**src/rtl/uart_pkg.sv**
```systemverilog
// Shared UART definitions: tx state encoding, frame levels and defaults.
// Used by uart_tx and uart_baud_gen (and the matching receiver).
package uart_pkg;

   typedef enum logic [2:0] {
      IDLE,
      START,
      DATA,
      PARITY,
      STOP
   } tx_state_t;

   localparam int unsigned UART_DATA_BITS    = 8;
   localparam int unsigned UART_CLKS_PER_BIT = 8;

   localparam logic UART_IDLE_LEVEL  = 1'b1;
   localparam logic UART_START_LEVEL = 1'b0;
   localparam logic UART_STOP_LEVEL  = 1'b1;

endpackage

```
**src/rtl/uart_tx_if.sv**
```systemverilog
// Byte valid/ready handshake between a producer and the UART transmitter.
// master = producer, slave = uart_tx.
interface uart_tx_if;
   import uart_pkg::*;

   logic [UART_DATA_BITS-1:0] data;
   logic                      valid;
   logic                      ready;

   modport master (
      output data,
      output valid,
      input  ready
   );

   modport slave (
      input  data,
      input  valid,
      output ready
   );

endinterface

```
**src/rtl/uart_baud_gen.sv**
```systemverilog
// Bit-period counter: counts 0..CLKS_PER_BIT-1 while enabled.
// pre_tick flags the cycle before bit_tick so callers can register edge outputs.
module uart_baud_gen
   import uart_pkg::*;
#(
   parameter int unsigned CLKS_PER_BIT = UART_CLKS_PER_BIT
) (
   input  logic clock,
   input  logic reset,
   input  logic clear,
   input  logic enable,
   output logic bit_tick,
   output logic pre_tick
);

   localparam int W = $clog2(CLKS_PER_BIT);
   localparam logic [W-1:0] LAST = W'(CLKS_PER_BIT - 1);
   localparam logic [W-1:0] PRE  = W'(CLKS_PER_BIT - 2);

   logic [W-1:0] cnt;

   assign bit_tick = enable && (cnt == LAST);
   assign pre_tick = enable && (cnt == PRE);

   always_ff @(posedge clock or negedge reset) begin
      if (!reset) begin
         cnt <= '0;
      end else if (clear) begin
         cnt <= '0;
      end else if (enable) begin
         cnt <= bit_tick ? '0 : cnt + 1'b1;
      end
   end

endmodule

```
**src/rtl/uart_tx.sv**
```systemverilog
// 8N1 UART transmitter, valid/ready byte input, LSB-first serial output.
// Define UART_TX_PARITY_EN to insert an even-parity bit before the stop bit.
module uart_tx
   import uart_pkg::*;
#(
   parameter int unsigned CLKS_PER_BIT = UART_CLKS_PER_BIT,
   parameter int unsigned DATA_BITS    = UART_DATA_BITS
) (
   input  logic   clock,
   input  logic   reset,
   uart_tx_if.slave tx,
   output logic   out,
   output logic   busy,
   output logic   done
);

   localparam int BW = $clog2(DATA_BITS);
   localparam logic [BW-1:0] LAST_BIT = BW'(DATA_BITS - 1);

   tx_state_t            state;
   logic [DATA_BITS-1:0] shift;
   logic [BW-1:0]        bit_cnt;
   logic                 ready;
   logic                 tick;
   logic                 pre_tick;
   logic                 hs;
`ifdef UART_TX_PARITY_EN
   logic                 parity;
`endif

   assign hs       = tx.valid & ready;
   assign tx.ready = ready;

   uart_baud_gen #(
      .CLKS_PER_BIT(CLKS_PER_BIT)
   ) u_baud (
      .clock    (clock),
      .reset    (reset),
      .clear    (state == IDLE),
      .enable   (busy),
      .bit_tick (tick),
      .pre_tick (pre_tick)
   );

   always_ff @(posedge clock or negedge reset) begin
      if (!reset) begin
         state   <= IDLE;
         shift   <= '0;
         bit_cnt <= '0;
         out     <= UART_IDLE_LEVEL;
         ready   <= 1'b1;
         busy    <= 1'b0;
         done    <= 1'b0;
`ifdef UART_TX_PARITY_EN
         parity  <= 1'b0;
`endif
      end else begin
         done <= 1'b0;
         unique case (1'b1)
            (state == IDLE): begin
               if (hs) begin
                  shift <= tx.data;
                  state <= START;
                  out   <= UART_START_LEVEL;
                  ready <= 1'b0;
                  busy  <= 1'b1;
`ifdef UART_TX_PARITY_EN
                  parity <= ^tx.data;
`endif
               end
            end
            (state == START): begin
               if (tick) begin
                  state   <= DATA;
                  out     <= shift[0];
                  bit_cnt <= '0;
               end
            end
            (state == DATA): begin
               if (tick) begin
                  if (bit_cnt == LAST_BIT) begin
`ifdef UART_TX_PARITY_EN
                     state <= PARITY;
                     out   <= parity;
`else
                     state <= STOP;
                     out   <= UART_STOP_LEVEL;
`endif
                  end else begin
                     shift   <= shift >> 1;
                     out     <= shift[1];
                     bit_cnt <= bit_cnt + 1'b1;
                  end
               end
            end
`ifdef UART_TX_PARITY_EN
            (state == PARITY): begin
               if (tick) begin
                  state <= STOP;
                  out   <= UART_STOP_LEVEL;
               end
            end
`endif
            (state == STOP): begin
               // Raise done/ready so they are high in the last stop cycle.
               if (pre_tick) begin
                  done  <= 1'b1;
                  ready <= 1'b1;
               end
               if (tick) begin
                  if (hs) begin
                     shift <= tx.data;
                     state <= START;
                     out   <= UART_START_LEVEL;
                     ready <= 1'b0;
`ifdef UART_TX_PARITY_EN
                     parity <= ^tx.data;
`endif
                  end else begin
                     state <= IDLE;
                     busy  <= 1'b0;
                  end
               end
            end
            default: begin
               state <= IDLE;
               out   <= UART_IDLE_LEVEL;
               ready <= 1'b1;
               busy  <= 1'b0;
            end
         endcase
      end
   end

endmodule

```
**src/flat_wrapper.sv**
```systemverilog
// flat-port wrapper written by rule: the top's interface ports become plain ports
module uart_tx_flat import uart_pkg::*;
#(
   parameter int unsigned CLKS_PER_BIT = UART_CLKS_PER_BIT,
   parameter int unsigned DATA_BITS    = UART_DATA_BITS
)
  (clock, reset, out, busy, done, tx_data, tx_valid, tx_ready);
  uart_tx_if tx_i ();
  input  logic clock;
  input  logic reset;
  output logic out;
  output logic busy;
  output logic done;
  input wire logic [$bits(tx_i.data)-1:0] tx_data;
  input wire logic [$bits(tx_i.valid)-1:0] tx_valid;
  output wire logic [$bits(tx_i.ready)-1:0] tx_ready;
  assign tx_i.data = tx_data;
  assign tx_i.valid = tx_valid;
  assign tx_ready = tx_i.ready;
  uart_tx #(.CLKS_PER_BIT(CLKS_PER_BIT), .DATA_BITS(DATA_BITS)) u_core (.clock(clock), .reset(reset), .tx(tx_i), .out(out), .busy(busy), .done(done));
endmodule
```
**config.mk**
```make
export PLATFORM = sky130hd
export DESIGN_NAME = uart_tx_flat
export DESIGN_NICKNAME = d
export VERILOG_FILES = /design/src/rtl/uart_pkg.sv /design/src/rtl/uart_tx_if.sv /design/src/rtl/uart_baud_gen.sv /design/src/rtl/uart_tx.sv /design/src/flat_wrapper.sv
export SDC_FILE = /design/constraint.sdc
export NUM_CORES = 1
export LEC_CHECK = 0
export CORE_MARGIN = 1.5
export CORE_UTILIZATION = 36
export DETAILED_ROUTE_END_ITERATION = 10
export PLACE_DENSITY = 0.61
export SYNTH_ARGS = -nofsm -noshare
export SYNTH_HDL_FRONTEND = slang
export SYNTH_HIERARCHICAL = 1
export SYNTH_SLANG_ARGS = --single-unit
```
**constraint.sdc**
```tcl
create_clock -name clock -period 1.5 [get_ports clock]
set_input_delay 0.15 -clock clock [delete_from_list [all_inputs] [get_ports clock]]
set_output_delay 0.15 -clock clock [all_outputs]
set_load 0.05 [all_outputs]
```
Word level (Yosys, flattened, before mapping):

Cells that the tools add are included.
Widths: inputs -> output; s select.

* add/subtract/negate cells: 2
* equal/unequal tests: 13
* multiplexer cells: 36
* bitwise logic cells: 2
* reduce and logical (&&, ||, !) cells: 13

Operators with widths (count)
* $mux 3: 11
* $mux 8: 4
* $pmux 8 s3: 1
* $mux 1: 15
* $eq 3x3->1 const B: 4
* $ne 2x2->1 const B: 6
* $pmux 3 s4: 1
* $reduce_and 4->1: 3
* $add 3x1->3 const B: 2
* $pmux 1 s3: 2
* $pmux 3 s2: 1
* $reduce_and 5->1: 1
* $pmux 1 s4: 1
* $reduce_bool 2->1: 2
* $eq 3x1->1 const B: 1
* $eq 3x2->1 const B: 1
* $logic_not 3->1: 1
* $reduce_and 3->1: 1
* $reduce_bool 3->1: 1
* $logic_and 1x1->1: 2
* $ne 2x1->1 const B: 1
* $reduce_and 2->1: 1
* $reduce_or 2->1: 1
* $and 1x1->1: 1
* $not 1->1: 1

* bits in registers: 21
* output and inout port bits: 4

Depth between registers and ports, before layout:

* word-level depth: 6
* depth in mapped cells: 8
* gate-level depth less buffers: 7

By module:

The synthesis kept the hierarchy.

Modules (own cells, without submodules)
* uart_tx: times used 1, cells each 96, area an instance 984.7 µm², seq. area each 452.9 µm²
* uart_baud_gen: times used 1, cells each 17, area an instance 180.2 µm², seq. area each 75.1 µm²

Worst setup path before layout:

OpenSTA, ideal clock, no wires.

* path kind: register -> register
* start point: register u_core.busy
* end point: register u_core.out
* library setup time: 85 ps
* arrival: 1724 ps
* slack: -309 ps
* stages on the path, launching flop included: 6
* path buffers: 1
* clock period less this slack: 1809 ps
* path through: dfrtp_1 -> and2_1 -> buf_2 -> nor3_1 -> a211oi_1 -> mux2_1

* longest elaborated chain between the ends: 3
* elaborated cells between the ends (all ways): 5
* classes of those cells: eq/ne (3); reduce/logical (2)

Ends and longest elaborated chain
* start: declaration: line uart_tx.sv:13 `output logic busy,`
* start signal: assignment: line uart_tx.sv:52 `busy <= 1'b0;`
* start signal: assignment: line uart_tx.sv:66 `busy <= 1'b1;`
* start signal: assignment: line uart_tx.sv:121 `busy <= 1'b0;`
* $logic_and 1x1->1 *: line uart_baud_gen.sv:22 `assign bit_tick = enable && (cnt == LAST);`
* via u_core.tick: line uart_tx.sv:24 `logic tick;`
* $ne 2x2->1 (no line)
* $reduce_and 3->1 (no line) *
* end signal: assignment: line uart_tx.sv:75 `out <= shift[0];`
* end signal: assignment: line uart_tx.sv:91 `out <= shift[1];`
* end: declaration: line uart_tx.sv:12 `output logic out,`

The timed path passes the listed nets; every way through them passes the cells marked *.
A chain may end at the register's enable or synchronous reset.

Worst setup path in the final report:

* start point: register u_core.u_baud.cnt[1]
* end point: register u_core.shift[3]

* longest elaborated chain between the ends: 4
* elaborated cells between the ends (all ways): 5
* classes of those cells: eq/ne (3); reduce/logical (2)

Ends and longest elaborated chain
* start: declaration: line uart_baud_gen.sv:20 `logic [W-1:0] cnt;`
* start signal: assignment: line uart_baud_gen.sv:31 `cnt <= bit_tick ? '0 : cnt + 1'b1;`
* $eq 3x3->1 *: line uart_baud_gen.sv:22
* $logic_and 1x1->1 *: line uart_baud_gen.sv:22
* via u_core.tick: line uart_tx.sv:24
* $ne 2x2->1 (no line)
* $reduce_and 4->1 (no line) *
* end signal: assignment: line uart_tx.sv:62 `shift <= tx.data;`
* end signal: assignment: line uart_tx.sv:90 `shift <= shift >> 1;`
* end signal: assignment: line uart_tx.sv:112 `shift <= tx.data;`
* end: declaration: line uart_tx.sv:21 `logic [DATA_BITS-1:0] shift;`

Marked as above.

==> reports/qor.yml <==
cts:
  cts_hold_buf: 0
  h-tree-depth: 1
  cts_made_buffers: 3
  clock_sinks: 21
  clock_path_buffers: 2
  insertion_delay_ns: 0.30
  cts_tree: "yes"
  clk_pin_slew_ns: 0.12
  clockRootBuffer: "clkbuf_4"
global_route:
  grt_usage_pct: 16.8
  grt_pass1_wl_um: 4490
  first_global_vias: 1010
  antenna_found_initial: 0
  grt_overflow: 0
  grt_max_degree: 22
drt:
  drc_errors: 0
  avgViaCountPerCell: 5.05
  ant_nets: 0
  wire_per_inst_um: 13.8
  routed_wl_um: 2700
  drtIter0Drc: 26
  drtPass1Iterations: 4
  vias: 985
power_and_ir_drop:
  power_uw: 895
  comb_power_share_pct: 6.2
  ir_drop_mv: 0.385
  p_sw_share_pct: 21.9
  power_per_cell_area_nw_per_um2: 505
  p_int_uw: 699
  p_clk_share_pct: 30.6
  p_leak_nw: 0.766
  p_sw_uw: 196
  pwr-share-seq_pct: 63.3
timing:
  fmax_mhz: 621
  fin_crit_ns: 1.61
  worst_slew_pin_slew_ns: 0.321
  fin_crit_sh_pct: 107
  rsz0062_at_grt: "true"
  finalHoldViolations: 0
  fin_skew_ns: 0.00974
  setup_viol: 12
  layout_setup_ws_ns: -0.111
  max_slew_margin_pct: 78.5
  drv_slew: 0
place:
  port_buffers: 14
  gp_routability_congestion: 0.867
  dp_hpwl_um: 1890
  dp_cells: 186
floorplan:
  coreArea_sq_um: 3050
  die_w_um: 59.9
  rows: 20
  ioPinCount: 15
  initial_core_util_pct: 38.2
  die_y_um: 59.9
  dieArea_sq_um: 3590
yosys:
  synth_edf_count: 0
  syn_nets: 130
  ys.warnings.count: 6
  synthXorXnorAreaFrac_pct: 0.752
  synth_ff_type: "dfrtp_1"
  synth_compound_area_share_pct: 16.6
  seq_area_frac_synth_pct: 45.3
  async_flop_share_pct: 100
  synth_top_area_share_pct: 40.8
  synth_cell_types: 39
  synthTopCellsByCount: "dfrtp_1 (19), nor2_1 (10), nand2_1 (9), o21ai_0 (8)"
  synth-seq-cells: 21
  synth-simple-area-share_pct: 18.2
  synth_top_family_by_area: "simple AND/OR/NAND/NOR gates"
  syn_area_sq_um: 1160
  netlist_instances: 113
  synth_area_per_cell_sq_um: 10.3
  synthAdderAreaFrac_pct: 6.44
  synth_area_leader_cell: "dfrtp_1"
  yosysMostFrequentCell: "dfrtp_1"
  synthTopCellsByArea: "dfrtp_1 (41%), ha_1 (6.4%), mux2i_1 (6.0%)"
  synthMuxAreaShare_pct: 7.95
worst_setup_path:
  r2r-start: "u_core/u_baud/cnt[1]$_DFFE_PN0P_"
  crit_path_start_kind: "flop"
  critPathMaxFanout: 8
  crit_arrival_ns: 1.84
  timing.rr.end: "u_core/shift[3]$_DFFE_PN0P_"
  critPathKind: "reg2reg"
  reg2reg_setup_slack_ns: -0.11
  cp-end-kind: "flop"
  r2r_cells: 8
  critPathRequiredTime_ns: 1.73
layout:
  antennaDiodeCount: 0
  final_nets: 169
  areaGrowthSynthToFinish_pct: 52.1
  layout.cells.non_filler: 195
  drive_gt1_share_pct: 47.0
hold_path:
  hp-class: "in2async"
job:
  max-cap-violations: 0
outcome:
  violations: "setup timing"
  status: "finished with violations"
==> placed cells by master (no fill, tap or decap), drive strengths merged <==
master         count
o22ai              1
and3b              2
a22oi              2
o21ai             10
a21boi             2
a32o               1
ha                 6
nor4               1
mux2i              7
nand2b             4
o21a               1
clkbuf             5
o211ai             1
o31ai              1
nand2              9
and3               2
and2               1
dfstp              2
xnor2              1
a31o               1
a32oi              1
nor3               8
a22o               2
nor3b              2
buf               28
mux2               2
nor2              10
clkdlybuf4s50     10
inv                4
a211oi             1
nand3              1
dfrtp             19
o221ai             1
a21oi              2
==> worst max-delay path, cell delays in order (launching register included) <==
cell and delay, ns:
dfrtp_1 0.40, ha_2 0.20, ha_4 0.15, and2_4 0.14, buf_6 0.13, o221ai_4 0.21, clkbuf_16 0.22, nand2_2 0.05
o21ai_2 0.05
==> cell families after synthesis <==
kind of cell,count (synthesis)
AOI/OAI and AO/OA,27
xor gates and xnor gates,1
adders and majority gates,6
buffers and inverters,9
DFF,21
muxes,9
and+or+nand+nor,40
==> final cells by class <==
type                    instances  area [sq um]
inverters                       4          15.0
repair buffers                 39           397
multi-input cells              83           747
fillers                       270          1280
clock buffers                   4          26.3
flip-flops and latches         21           532
well taps                      44          55.1
==> registers in the layout, summed over array words and instances (netlist names) <==
| signal | count |
|---|---|
| u_core/busy | 1 |
| u_core/shift | 8 |
| u_core/state | 3 |
| u_core/bit_cnt | 3 |
| u_core/done | 1 |
| u_core/u_baud/cnt | 3 |
| u_core/out | 1 |
| u_core/tx.ready | 1 |
==> how the worst max path moves through the flow <==
stage / start / to / cells past startpoint
finish: u_core/u_baud/cnt[1]$_DFFE_PN0P_ / u_core/shift[3]$_DFFE_PN0P_ / 8
global route: u_core/u_baud/cnt[1]$_DFFE_PN0P_ / u_core/shift[4]$_DFFE_PN0P_ / 8
CTS: u_core/u_baud/cnt[1]$_DFFE_PN0P_ / u_core/bit_cnt[0]$_DFFE_PN0P_ / 6
detailed placement: u_core/u_baud/cnt[0]$_DFFE_PN0P_ / u_core/out$_DFFE_PN1P_ / 7
global placement: u_core/u_baud/cnt[0]$_DFFE_PN0P_ / u_core/out$_DFFE_PN1P_ / 7
floorplan: u_core/u_baud/cnt[0]$_DFFE_PN0P_ / u_core/out$_DFFE_PN1P_ / 7
==> power by group through the flow <==
stage	registers [mW]	clock network (mW)	logic, mW
global placement	0.577	0	0.0527
detailed placement	0.577	0	0.0543
finish	0.566	0.274	0.0551
floorplan	0.577	0	0.0109
global route	0.567	0.320	0.0608
CTS	0.566	0.286	0.0545
==> through the flow <==
stage	setup TNS [ns]	hold WS, ns	util (%)	setup WS [ns]	cell area (sq um)
2_1_floorplan	-0.417	-0.146	-	-0.102	1250
3_3_place_gp	-0.589	0.473	52.0	-0.125	1590
3_5_place_dp	-0.915	0.484	52.0	-0.179	1590
4_1_cts	-0.611	0.178	54.8	-0.101	1670
5_1_grt	-1.69	0.187	58.0	-0.171	1770
6_report	-0.956	0.173	58.0	-0.111	1770
==> what timing repair did <==
action | in CTS | in global routing
pin swaps | 8 | 6
cloned | 0 | 1
buffers inserted | 3 | 1
gates resized for setup | 9 | 19
setup endpoints to repair | 12 | 17
==> metal layers <==
metal / track usage [%] / vias up / routed length (um)
li1: - / 487 / -
met5: 0 / - / 0
met4: 7.94 / 0 / 0
met3: 1.95 / 0 / 65
met1: 21.3 / 481 / 1200
met2: 28.1 / 17 / 1430
(Power assumes the default switching activity.)
